## config.mk

```make
export PLATFORM = sky130hd
export DESIGN_NAME = regfile_sb
export DESIGN_NICKNAME = d
export VERILOG_FILES = /design/src/rtl/regfile_sb_pkg.sv /design/src/rtl/rf_scoreboard.sv /design/src/rtl/regfile_sb.sv
export SDC_FILE = /design/constraint.sdc
export NUM_CORES = 2
export LEC_CHECK = 0
export ABC_AREA = 1
export CORE_UTILIZATION = 50
export DETAILED_ROUTE_END_ITERATION = 16
export PLACE_DENSITY = 0.66
export SLEW_MARGIN = 20
export SYNTH_ARGS = -nofsm -noshare
export SYNTH_HDL_FRONTEND = slang
export SYNTH_HIERARCHICAL = 1
export SYNTH_SLANG_ARGS = --single-unit
```

## constraint.sdc

```tcl
create_clock -name clk -period 2.6 [get_ports clk]
set_input_delay 0.26 -clock clk [delete_from_list [all_inputs] [get_ports clk]]
set_output_delay 0.26 -clock clk [all_outputs]
set_load 0.01 [all_outputs]
```

## src/rtl/regfile_sb_pkg.sv

```systemverilog
// Shared constants and types for the integer register file and its
// pending-load scoreboard.
package regfile_sb_pkg;

  localparam int DATA_W = 32;
  localparam int ADDR_W = 5;
  localparam int NREGS  = 32;

  localparam logic ENABLE  = 1'b1;
  localparam logic DISABLE = 1'b0;

  localparam logic [DATA_W-1:0] ZERO_WORD    = '0;
  localparam logic [ADDR_W-1:0] NOP_REG_ADDR = '0;

endpackage

```

## src/rtl/rf_scoreboard.sv

```systemverilog
// Pending-load scoreboard: one busy bit per register, set when a load issues,
// cleared by its write-back or a flush, and compared against both read ports.
module rf_scoreboard
  import regfile_sb_pkg::*;
#(
  parameter int ADDR_W = regfile_sb_pkg::ADDR_W,
  parameter int NREGS  = regfile_sb_pkg::NREGS
) (
  input  logic              clk,
  input  logic              rst,
  input  logic              flush_i,
  input  logic              issue_i,
  input  logic [ADDR_W-1:0] issue_addr_i,
  input  logic              we_i,
  input  logic [ADDR_W-1:0] waddr_i,
  input  logic              re1_i,
  input  logic [ADDR_W-1:0] raddr1_i,
  input  logic              re2_i,
  input  logic [ADDR_W-1:0] raddr2_i,
  output logic              stall_o
);

  logic [NREGS-1:0] r_busy;
  logic             w_haz1;
  logic             w_haz2;

  always_ff @(posedge clk) begin
    if (rst || flush_i) begin
      r_busy <= '0;
    end else begin
      // NOTE: both lines may hit the same bit; the later non-blocking
      // assignment wins, so a new issue outranks the write-back clear.
      if (we_i)
        r_busy[waddr_i] <= DISABLE;
      if (issue_i && issue_addr_i != NOP_REG_ADDR)
        r_busy[issue_addr_i] <= ENABLE;
    end
  end

  // A write-back landing this cycle is forwarded by the bypass, so no stall.
  assign w_haz1 = re1_i && raddr1_i != NOP_REG_ADDR && r_busy[raddr1_i]
                  && !(we_i && waddr_i == raddr1_i);
  assign w_haz2 = re2_i && raddr2_i != NOP_REG_ADDR && r_busy[raddr2_i]
                  && !(we_i && waddr_i == raddr2_i);

  assign stall_o = !rst && (w_haz1 || w_haz2);

endmodule

```

## src/rtl/regfile_sb.sv

```systemverilog
// Integer register file x0..x31 with two combinational read ports, write-back
// bypass, a pending-load hazard scoreboard and a saturating stall counter.
module regfile_sb
  import regfile_sb_pkg::*;
#(
  parameter int          DATA_W        = regfile_sb_pkg::DATA_W,
  parameter int          ADDR_W        = regfile_sb_pkg::ADDR_W,
  parameter int          NREGS         = regfile_sb_pkg::NREGS,
  parameter logic [31:0] STALL_CNT_MAX = 32'hFFFF_FFFF
) (
  input  logic              clk,
  input  logic              rst,
  input  logic              re1_i,
  input  logic [ADDR_W-1:0] raddr1_i,
  output logic [DATA_W-1:0] rdata1_o,
  input  logic              re2_i,
  input  logic [ADDR_W-1:0] raddr2_i,
  output logic [DATA_W-1:0] rdata2_o,
  input  logic              we_i,
  input  logic [ADDR_W-1:0] waddr_i,
  input  logic [DATA_W-1:0] wdata_i,
  input  logic              issue_i,
  input  logic [ADDR_W-1:0] issue_addr_i,
  input  logic              flush_i,
  output logic              stall_o,
  output logic [31:0]       stall_cnt_o
);

  logic [DATA_W-1:0] r_regs [NREGS];
  logic [31:0]       r_stall_cnt;
  logic              w_stall;

  function automatic logic [DATA_W-1:0] read_port(
    input logic              re,
    input logic [ADDR_W-1:0] ra,
    input logic              we,
    input logic [ADDR_W-1:0] wa,
    input logic [DATA_W-1:0] wd,
    input logic [DATA_W-1:0] stored
  );
    if (!re || ra == NOP_REG_ADDR)
      return ZERO_WORD;
    if (we && wa == ra)
      return wd;
    return stored;
  endfunction

  // NOTE: the storage array is reset explicitly because software expects
  // every register to read zero after reset, not just x0.
  always_ff @(posedge clk) begin
    if (rst) begin
      for (int i = 0; i < NREGS; i++)
        r_regs[i] <= ZERO_WORD;
    end else if (we_i && waddr_i != NOP_REG_ADDR) begin
      r_regs[waddr_i] <= wdata_i;
    end
  end

  always_comb begin
    rdata1_o = ZERO_WORD;
    rdata2_o = ZERO_WORD;
    if (!rst) begin
      rdata1_o = read_port(re1_i, raddr1_i, we_i, waddr_i, wdata_i, r_regs[raddr1_i]);
      rdata2_o = read_port(re2_i, raddr2_i, we_i, waddr_i, wdata_i, r_regs[raddr2_i]);
    end
  end

  rf_scoreboard #(
    .ADDR_W (ADDR_W),
    .NREGS  (NREGS)
  ) u_scoreboard (
    .clk          (clk),
    .rst          (rst),
    .flush_i      (flush_i),
    .issue_i      (issue_i),
    .issue_addr_i (issue_addr_i),
    .we_i         (we_i),
    .waddr_i      (waddr_i),
    .re1_i        (re1_i),
    .raddr1_i     (raddr1_i),
    .re2_i        (re2_i),
    .raddr2_i     (raddr2_i),
    .stall_o      (w_stall)
  );

  always_ff @(posedge clk) begin
    if (rst)
      r_stall_cnt <= '0;
    else if (w_stall && r_stall_cnt != STALL_CNT_MAX)
      r_stall_cnt <= r_stall_cnt + 32'd1;
  end

  assign stall_o     = w_stall;
  assign stall_cnt_o = r_stall_cnt;

endmodule
```

==> results.json <==
{
  "placed_cell_area_sq_um": 70070,
  "critical_path.slowest_cell": "edfxtp_1",
  "crit_type": "reg -> out",
  "ys_seq_area_share_pct": 51.63,
  "fin_area_sq_um": 75230,
  "io_pins": 156,
  "dieHeight_um": 354.3,
  "setup_ws_ns": -0.004833,
  "worst-path-stages": 9,
  "drtAntennaViolNets": 0,
  "synth-edff-count": 1024,
  "status": "finished with violations",
  "critPathMaxStageDelay_ns": 0.40,
  "yosysMostFrequentCell": "nand2_1",
  "r2r-end": "stall_cnt_o[12]",
  "avgRoutedWirePerCell_um": 24.94,
  "clkTransAtPathRegs_ns": 0.06,
  "grt_max_degree": 59,
  "fin_skew_ns": 0.01854,
  "via_count": 60887,
  "cts-root-buf": "clkbuf_16",
  "crit_family": "simple AND/OR/NAND/NOR gates",
  "dpl.hpwl_um": 164900,
  "crit_arrival_ns": 2.34,
  "worstSetupStartpointType": "flop",
  "nets": 8346,
  "coreArea_sq_um": 122400,
  "vias_per_cell": 6.079,
  "hp-class": "in -> reg",
  "required_ns": 2.34,
  "antenna_found_initial": 5,
  "hold_violations": 0,
  "synth_cell_types": 41,
  "hold_depth": 5,
  "clk_latency_ns": 0.77,
  "grt_pass1_vias": 56457,
  "synth_area_sq_um": 62040,
  "r2r_start": "u_scoreboard/r_busy[20]",
  "synth_top_area_cell": "edfxtp_1",
  "drt-pass1-iter-count": 7,
  "cts_tree": "built",
  "drt_wl_total_um": 249800,
  "period_minus_slack_ns": 2.605,
  "crit_fanout": 2,
  "hp-start": "rst",
  "r2r_slack_ns": 0.58,
  "syn2layout_area_growth_pct": 21.26,
  "cp-startpoint": "r_regs[0][8]",
  "crit_path_end": "rdata1_o[8]",
  "path_buf_inv": 2,
  "synth.area.top_cells": "edfxtp_1 (50%), nand2_1 (13%), nor2_1 (8.4%)",
  "p_leak_uw": 0.03145,
  "synth_ff_type": "edfxtp_1",
  "avgSynthCellArea_sq_um": 7.808,
  "chipWidth_um": 354.3,
  "violations": "negative setup slack",
  "timing.fmax_mhz": 383.9,
  "post_route_cells_drive_above_1_share_pct": 14.30,
  "final_max_slew_viol_count": 0,
  "finalCritPeriodShare_pct": 100.2,
  "cts_buffers": 119,
  "ys_ff_latch": 1088,
  "gp_congestion": 0.9925,
  "cts_num_sinks": 1088,
  "floorplan.initialDensity_pct": 50.70,
  "cts_hold_buf": 0,
  "gr-total-overflow": 0,
  "rsz0062_at_grt": "yes",
  "grt_first_pass_wirelength_um": 358900,
  "power_density_nw_per_um2": 592.4,
  "num_rows": 128,
  "ctsHtreeMaxLevel": 3,
  "grt_use_total_pct": 38.51,
  "critPathCaptureType": "primary output",
  "drc": 0,
  "yosysWarnings": 6,
  "cts_max_path_buffers": 3,
  "drtIter0Drc": 9869,
  "synth_cells": 7946,
  "async_reset_ff_share_pct": 0,
  "max-cap-violations": 0,
  "yosys.area.top_type_share_pct": 49.56,
  "worst_pin_slew_ns": 0.8100,
  "ff2ff_path_depth": 14,
  "port_buffers": 155,
  "die_area_sq_um": 125500,
  "ir_drop_mv": 0.5578,
  "setup_viol": 1,
  "slew-limit-headroom_pct": 46.00,
  "crit_chain": "or2_4, nand3_1, nand3_1, nand3_2, nand3_2, nand2_2, a21oi_4, buf_6, buf_2",
  "fin_tns_setup_ns": -0.004833,
  "synthTopCellsByCount": "nand2_1 (2231), nor2_1 (1393), edfxtp_1 (1024)"
}
cell usage in the layout (no fill, tap or decap), types with 14 or more instances in the layout:
cell | Yosys | layout
a21oi_1 | 498 | 477
a21oi_2 | 4 | 14
buf_12 | 0 | 195
buf_4 | 19 | 462
clkbuf_1 | 267 | 25
clkbuf_16 | 0 | 131
clkbuf_2 | 2 | 20
clkdlybuf4s50_1 | 0 | 74
clkinv_1 | 3 | 23
clkinv_2 | 0 | 30
conb_1 | 1 | 32
dfxtp_1 | 64 | 64
dlygate4sd2_1 | 0 | 28
edfxtp_1 | 1024 | 1024
inv_1 | 533 | 526
nand2_1 | 2231 | 2141
nand2_2 | 5 | 89
nand3_1 | 883 | 786
nand3_2 | 2 | 80
nand3_4 | 0 | 19
nand4_1 | 16 | 16
nor2_1 | 1393 | 1384
nor3_1 | 31 | 31
o211ai_1 | 235 | 235
o21ai_0 | 289 | 277
o21ai_1 | 2 | 14
or2_2 | 35 | 33
sequential cells by signal, indices dropped and copies added, names as in the netlist:
name                 count
r_regs                1024
stall_cnt_o             32
u_scoreboard/r_busy     32
worst reg2reg max path, delay by kind of cell, from the launching register on:
kind | cells | cell delay (ns)
flip-flops | 1 | 0.37
AND/OR/NAND/NOR | 10 | 0.89
AO/OA/AOI/OAI | 2 | 0.36
buffers and inverters | 2 | 0.34
layout make-up:
cell class                 instances  area, sq um
timing repair buffer             832         9354
tap                             1625         2033
fill                           10472        47120
clock buffer                     159         3328
multi-input combinational       5700        25910
clock inverter                    65        495.5
inverter                         545         2081
sequential                      1088        32030
antenna                            2        5.005
worst min-delay path by stage:
stage	end	slack [ns]
after floorplan	u_scoreboard/r_busy[0]	0.44
after global placement	u_scoreboard/r_busy[28]	0.46
after detailed placement	u_scoreboard/r_busy[0]	0.46
after CTS	stall_cnt_o[18]	0.22
after global routing	stall_cnt_o[18]	0.27
final	stall_cnt_o[18]	0.26
metrics by stage:
step	power, uW	utilization, %	std cells	hold WS [ns]	setup slack [ns]
floorplan	24190	-	7977	0.4380	0.2333
global placement	27320	57.27	9766	0.4635	-0.4880
detailed placement	27450	57.27	9766	0.4629	-0.5424
CTS	44210	61.14	9998	0.2249	-0.07379
global route	45620	61.48	10014	0.2701	-0.04558
finish	44570	61.49	10016	0.2604	-0.004833
cells by family after synthesis:
logic type,share of synthesized area [%]
and+or+nand+nor,30.23
adders and majority gates,0.02016
DFF,51.63
other,0.006044
AOI/OAI and AO/OA,9.348
xor gates and xnor gates,0.2118
buffers and inverters,8.557
power breakdown:
group	leakage, uW	internal (uW)	switching, uW
Clock	0.00189	9460	7440
Combinational	0.0193	2400	4790
Sequential	0.0103	20000	430
per-layer routing:
| metal | track usage (%) | up-vias | part of all wire [%] |
|---|---|---|---|
| li1 | - | 26858 | - |
| met1 | 50.24 | 28405 | 36 |
| met2 | 57.99 | 4711 | 43 |
| met3 | 9.542 | 905 | 14 |
| met4 | 23.09 | 8 | 6.6 |
| met5 | 0 | - | 0.049 |
what timing repair did:
| action | 4_1_cts | 5_1_grt |
|---|---|---|
| pin swaps | 44 | 41 |
| endpoints found under the setup margin | 63 | 57 |
| gates cloned | 5 | 6 |
| resized for setup | 294 | 111 |
| setup buffers | 4 | 10 |
(Power assumes the default switching activity.)
